### src/rtl/shift_unit_pipe.sv
// Pipelined barrel shifter/rotator: one registered stage per shift-amount bit.
// Stage k shifts by 2^k when its amount bit is set.
// A stalled output freezes every stage, and flush clears every stage valid.
module shift_unit_pipe #(
    parameter int WIDTH = 32,
    parameter int TAGW  = 4,
    localparam int SHW  = $clog2(WIDTH)
) (
    input  logic             clk,
    input  logic             clear_n,
    input  logic             flush,
    input  logic             in_valid,
    output logic             in_ready,
    input  logic [WIDTH-1:0] in_data,
    input  logic [SHW-1:0]   in_amt,
    input  logic [2:0]       in_op,
    input  logic [TAGW-1:0]  in_tag,
    output logic             out_valid,
    input  logic             out_ready,
    output logic [WIDTH-1:0] out_data,
    output logic [TAGW-1:0]  out_tag,
    output logic             out_err
);

    localparam logic [2:0] OP_SHL  = 3'd0;
    localparam logic [2:0] OP_SHR  = 3'd1;
    localparam logic [2:0] OP_SHRA = 3'd2;
    localparam logic [2:0] OP_ROL  = 3'd3;
    localparam logic [2:0] OP_ROR  = 3'd4;

    logic stall;

    // Fixed-distance shift used by every stage. Illegal ops pass the data through untouched.
    function automatic logic [WIDTH-1:0] shift_fixed(
        input logic [WIDTH-1:0] d,
        input logic [2:0]       op,
        input logic             sgn,
        input int               sh
    );
        logic [WIDTH-1:0] ones;
        logic [WIDTH-1:0] fill;
        ones = '1;
        fill = sgn ? ~(ones >> sh) : '0;
        case (op)
            OP_SHL:  shift_fixed = d << sh;
            OP_SHR:  shift_fixed = d >> sh;
            OP_SHRA: shift_fixed = (d >> sh) | fill;
            OP_ROL:  shift_fixed = (d << sh) | (d >> (WIDTH - sh));
            OP_ROR:  shift_fixed = (d >> sh) | (d << (WIDTH - sh));
            default: shift_fixed = d;
        endcase
    endfunction

    for (genvar k = 0; k < SHW; k++) begin : g_stage
        localparam int SH = 1 << k;
        // Amount bits still pending at this stage's input; bit 0 is this stage's enable.
        localparam int AW = SHW - k;

        logic [WIDTH-1:0] src_data;
        logic [AW-1:0]    src_amt;
        logic [2:0]       src_op;
        logic             src_sign;
        logic [TAGW-1:0]  src_tag;
        logic             src_err;
        logic             src_valid;
        logic [WIDTH-1:0] shifted;

        logic [WIDTH-1:0] data_q;
        logic [TAGW-1:0]  tag_q;
        logic             err_q;
        logic             valid_q;

        if (k == 0) begin : g_src
            assign src_data  = in_data;
            assign src_amt   = in_amt;
            assign src_op    = in_op;
            assign src_sign  = in_data[WIDTH-1];
            assign src_tag   = in_tag;
            assign src_err   = (in_op > OP_ROR);
            assign src_valid = in_valid;
        end else begin : g_src
            assign src_data  = g_stage[k-1].data_q;
            assign src_amt   = g_stage[k-1].g_ctl.amt_q;
            assign src_op    = g_stage[k-1].g_ctl.op_q;
            assign src_sign  = g_stage[k-1].g_ctl.sign_q;
            assign src_tag   = g_stage[k-1].tag_q;
            assign src_err   = g_stage[k-1].err_q;
            assign src_valid = g_stage[k-1].valid_q;
        end

        // Conditionally apply this stage's 2^k shift.
        always_comb begin
            shifted = src_amt[0] ? shift_fixed(src_data, src_op, src_sign, SH) : src_data;
        end

        // Stage payload and valid; flush clears the valid even while stalled.
        always_ff @(posedge clk or negedge clear_n) begin
            if (!clear_n) begin
                valid_q <= 1'b0;
                data_q  <= '0;
                tag_q   <= '0;
                err_q   <= 1'b0;
            end else begin
                if (flush) begin
                    valid_q <= 1'b0;
                end else if (!stall) begin
                    valid_q <= src_valid;
                end
                if (!stall) begin
                    data_q <= shifted;
                    tag_q  <= src_tag;
                    err_q  <= src_err;
                end
            end
        end

        // The last stage needs no op, sign or remaining amount, so only earlier stages carry them.
        if (k < SHW - 1) begin : g_ctl
            logic [AW-2:0] amt_q;
            logic [2:0]    op_q;
            logic          sign_q;

            // Control fields travel with the data.
            always_ff @(posedge clk or negedge clear_n) begin
                if (!clear_n) begin
                    amt_q  <= '0;
                    op_q   <= 3'd0;
                    sign_q <= 1'b0;
                end else if (!stall) begin
                    amt_q  <= src_amt[AW-1:1];
                    op_q   <= src_op;
                    sign_q <= src_sign;
                end
            end
        end
    end

    assign out_valid = g_stage[SHW-1].valid_q;
    assign out_data  = g_stage[SHW-1].data_q;
    assign out_tag   = g_stage[SHW-1].tag_q;
    assign out_err   = g_stage[SHW-1].err_q;

    // A held result freezes the whole pipe, bubbles included.
    always_comb begin
        stall    = out_valid && !out_ready;
        in_ready = !stall;
    end

endmodule
### config.mk
export PLATFORM = sky130hd
export DESIGN_NAME = shift_unit_pipe
export DESIGN_NICKNAME = d
export VERILOG_FILES = /design/src/rtl/shift_unit_pipe.sv
export SDC_FILE = /design/constraint.sdc
export NUM_CORES = 1
export LEC_CHECK = 0
export CAP_MARGIN = 20
export CORE_ASPECT_RATIO = 0.5
export CORE_MARGIN = 2
export CORE_UTILIZATION = 62
export CTS_BUF_LIST = sky130_fd_sc_hd__clkbuf_16
export DETAILED_ROUTE_END_ITERATION = 10
export PLACE_DENSITY = 0.89
export SYNTH_ARGS = -nofsm -noshare
export SYNTH_HDL_FRONTEND = slang
export SYNTH_SLANG_ARGS = --single-unit
### constraint.sdc
create_clock -name clk -period 3.7 [get_ports clk]
set_clock_uncertainty 0.1 [all_clocks]
set_input_delay 1.11 -clock clk [delete_from_list [all_inputs] [get_ports clk]]
set_output_delay 1.11 -clock clk [all_outputs]
set_load 0.1 [all_outputs]
==> summary.txt <==
Drt
  • DR vias/cell: 6.968
  • Vias: 11900
  • Drc violations: 0
  • Routed wire per std cell: 20.56 um
  • DRT antenna net count: 0
  • Pre-antenna DRT Iters: 8
  • Starting DRT DRC Count: 1702
  • Routed WL: 35120 um

Placed design
  • RePlAce Congestion: 0.9087
  • Cell Count Post-Placement: 1671
  • Dpl ws: 0.3517 ns
  • Area after DPL: 13710 um^2
  • I/O Buffers: 87
  • Hpwl dp: 22390 um

Timing
  • Fmax: 297.7 MHz
  • Tmin final: 3.359 ns
  • Final setup fails: 0
  • Setup TNS: 0 ns
  • Hold Violations, Final: 0
  • RSZ-0062 raised after global routing: no
  • Slew @ Worst Pin: 1.009 ns
  • Relative slew slack: 0.3276
  • Crit share post-route: 0.9079
  • Hold WS: 0.3651 ns
  • Final Worst Setup Slack: 0.3410 ns
  • Fin. max-slew vios: 0

Global routing
  • Largest net degree at the start of global routing: 213
  • Initial antenna violation count: 0
  • GRT Util Overall: 0.3123
  • Gr ovfl total: 0
  • Vias in the first global route: 10870
  • First-pass GRT wire length: 57430 um

Pwr
  • Peak supply drop: 0.0002742 V
  • Tot Pwr: 7.461 mW
  • Cell Pwr Density: 521.2 nW/um^2
  • Leakage: 5.481 nW

Yosys
  • Synth Flop Type: dfrtp_1
  • Synth Area per Inst: 9.076 um^2
  • Syn Inst Count: 1432
  • Yosys warns: 0
  • Area leader, netlist: dfrtp_1
  • Asr flop ratio synth: 1.000
  • EDFF count, synth: 0
  • Mapped Area: 13000 um^2
  • Share of the synthesized area in the top cell type: 0.4159
  • Sequential area share after synthesis: 0.4159
  • Synth Register Bits: 216
  • Distinct cells, synth: 54
  • Syn_nets: 1481
  • Largest cells by area after synthesis: dfrtp_1 42%, o221ai_1 8.4%, nand2_1 5.4%

Clocking
  • Clock transition at path regs: 0.06 ns
  • Post-CTS Setup Bufs: 0
  • Cells resized by post-CTS repair: 0
  • Clk sinks: 216
  • Worst skew pair latency: 0.50 ns
  • Num CTS Buffers: 21
  • Max clock buf depth: 3
  • CTS H-tree lvls: 1
  • TritonCTS clock tree: built
  • CTS root buf: clkbuf_16
  • CTS Hold Bufs: 0

Outcome
  • Outcome: complete, no violations

Job
  • Max-cap violations: 0

Critical path
  • Reg2Reg Depth: 5
  • CP max stage delay: 0.44 ns
  • Worst r2r dst: g_stage[3].data_q[19]$_DFFE_PN0N_
  • Critical Path Fanout Max: 20
  • Worst Setup End Kind: output port
  • Worst Setup Start Kind: input pin
  • CP Data Required Time: 2.49 ns
  • Setup slack, reg-to-reg: 0.93 ns
  • Critical path class: in2out
  • Slowest library cell on the worst path: clkdlybuf4s50_1
  • Cell Chain, Critical Path: clkdlybuf4s50_1 -> nor2b_4 -> inv_6 -> buf_12
  • Arrival time at the worst endpoint: 2.15 ns
  • Reg2Reg Launch Point: g_stage[2].g_ctl.op_q[0]$_DFFE_PN0N_

Final layout
  • Area Growth Syn to Fin: 10.14%
  • Number of non-filler instances in the completed layout: 1708
  • Layout cells sized above 1: 0.1059
  • Nets: 1472
  • Diode count: 0
  • Design area: 14320 um^2
  • Final core utilization: 0.6964

Floorplanning
  • Die area: 22210 um^2
  • Rows: 37
  • Die outline height: 106.4 um
  • Boundary pin count: 88
  • Die width: 208.8 um
  • Starting Density: 0.6323
  • Total core area: 20550 um^2

Worst hold path
  • Min-delay src: g_stage[3].err_q$_DFFE_PN0N_
  • Hold depth: 2
  • Worst hold endpoint: g_stage[3].err_q$_DFFE_PN0N_
  • Hold crit path type: reg2reg
[critical path, delay by kind of cell]
family / cells / cell delay (ns)
simple gates: 1 / 0.25
buf+inv: 3 / 0.78
[layout make-up]
cell class / instances / area, um^2
flip-flops and latches: 216 / 5405
clock inverters: 14 / 57.56
clock buffers: 21 / 525.5
fillers: 1572 / 6240
well taps: 273 / 341.6
inverters: 31 / 121.4
multi-input cells: 1037 / 6787
repair buffers: 116 / 1077
[cell usage after synthesis (2+ instances only)]
| library cell | count |
|---|---|
| dfrtp_1 | 216 |
| nand2_1 | 187 |
| o221ai_1 | 124 |
| a21oi_1 | 108 |
| nor2b_1 | 68 |
| nor3b_1 | 67 |
| a211oi_1 | 66 |
| clkbuf_1 | 63 |
| buf_2 | 55 |
| o21ai_1 | 53 |
| o22ai_1 | 45 |
| o21a_1 | 44 |
| o21ai_0 | 36 |
| mux2_2 | 34 |
| nor2_1 | 32 |
| inv_1 | 30 |
| nand2b_1 | 19 |
| nor3_1 | 17 |
| a222oi_1 | 16 |
| buf_1 | 15 |
| a31oi_1 | 14 |
| o211ai_1 | 13 |
| maj3_1 | 11 |
| buf_4 | 9 |
| nand3_1 | 9 |
| a22oi_1 | 8 |
| o221a_2 | 8 |
| o22a_1 | 8 |
| mux2i_1 | 7 |
| buf_6 | 5 |
| mux2_4 | 5 |
| a211o_1 | 4 |
| o2bb2ai_1 | 3 |
| o31ai_1 | 3 |
| or3b_1 | 3 |
| a21boi_4 | 2 |
| a221oi_1 | 2 |
| and3b_1 | 2 |
| o32ai_1 | 2 |
| or2_1 | 2 |
| or3_1 | 2 |
| xnor2_2 | 2 |
| xnor2_4 | 2 |
[flip-flops by register name (all words and copies together), names as in the netlist]
name and flops:
g_stage.g_ctl.op_q 12, out_err 1, g_stage.tag_q 16, g_stage.valid_q 4
g_stage.g_ctl.sign_q 4, out_tag 4, g_stage.g_ctl.amt_q 10, g_stage.data_q 128
out_data 32, g_stage.err_q 4, out_valid 1
[cells in the final DEF, fill, tap and decap left out, types with 3 or more instances in the layout]
cell type,n
a21oi_1,108
o211ai_1,13
a222oi_1,16
clkbuf_16,21
o21ai_0,36
a31oi_1,14
maj3_1,11
a211o_1,4
o21ai_1,53
clkinv_2,4
a211oi_1,66
buf_12,6
o2bb2ai_1,3
clkdlybuf4s50_1,47
a22oi_1,8
clkinv_1,5
o221ai_1,124
o22a_1,8
nand2b_1,19
mux2_2,34
buf_4,61
o22ai_1,45
mux2i_1,7
dfrtp_1,216
inv_1,35
or3b_1,3
nand3_1,9
nand2_1,187
o221a_2,8
nor3b_1,67
o31ai_1,3
nor2b_1,67
o21a_1,44
mux2_4,5
nor3_1,17
nor2_1,32
[power breakdown]
group          internal, mW  total (mW)  switching [mW]
Clock                  1.02        1.92           0.892
Sequential             2.73        3.29           0.562
Combinational         0.826        2.25            1.43
Total                  4.58        7.46            2.88
[cells by family after synthesis]
logic type	count (synthesis)	share of synthesized area
AOI/OAI and AO/OA	562	0.3023
xor gates and xnor gates	4	0.006738
adders and majority gates	11	0.008472
buffers and inverters	179	0.06257
DFF	216	0.4159
muxes	46	0.04062
and+or+nand+nor	414	0.1635
[layer usage]
layer	vias up	GRT usage	part of all wire
li1	5386	-	-
met1	5744	0.4660	0.44
met2	703	0.4743	0.44
met3	69	0.05081	0.099
met4	0	0.08265	0.019
met5	-	0	0
[how the worst max path moves through the flow]
stage	from	end	slack (ns)	cells past startpoint
final	out_ready	in_ready	0.34	4
after global routing	out_ready	in_ready	0.32	4
after CTS	out_ready	in_ready	0.35	4
after detailed placement	out_ready	in_ready	0.35	4
after global placement	out_ready	in_ready	0.36	4
after floorplan	out_ready	in_ready	0.39	4
No activity file was read; power rests on OpenSTA's default activity.
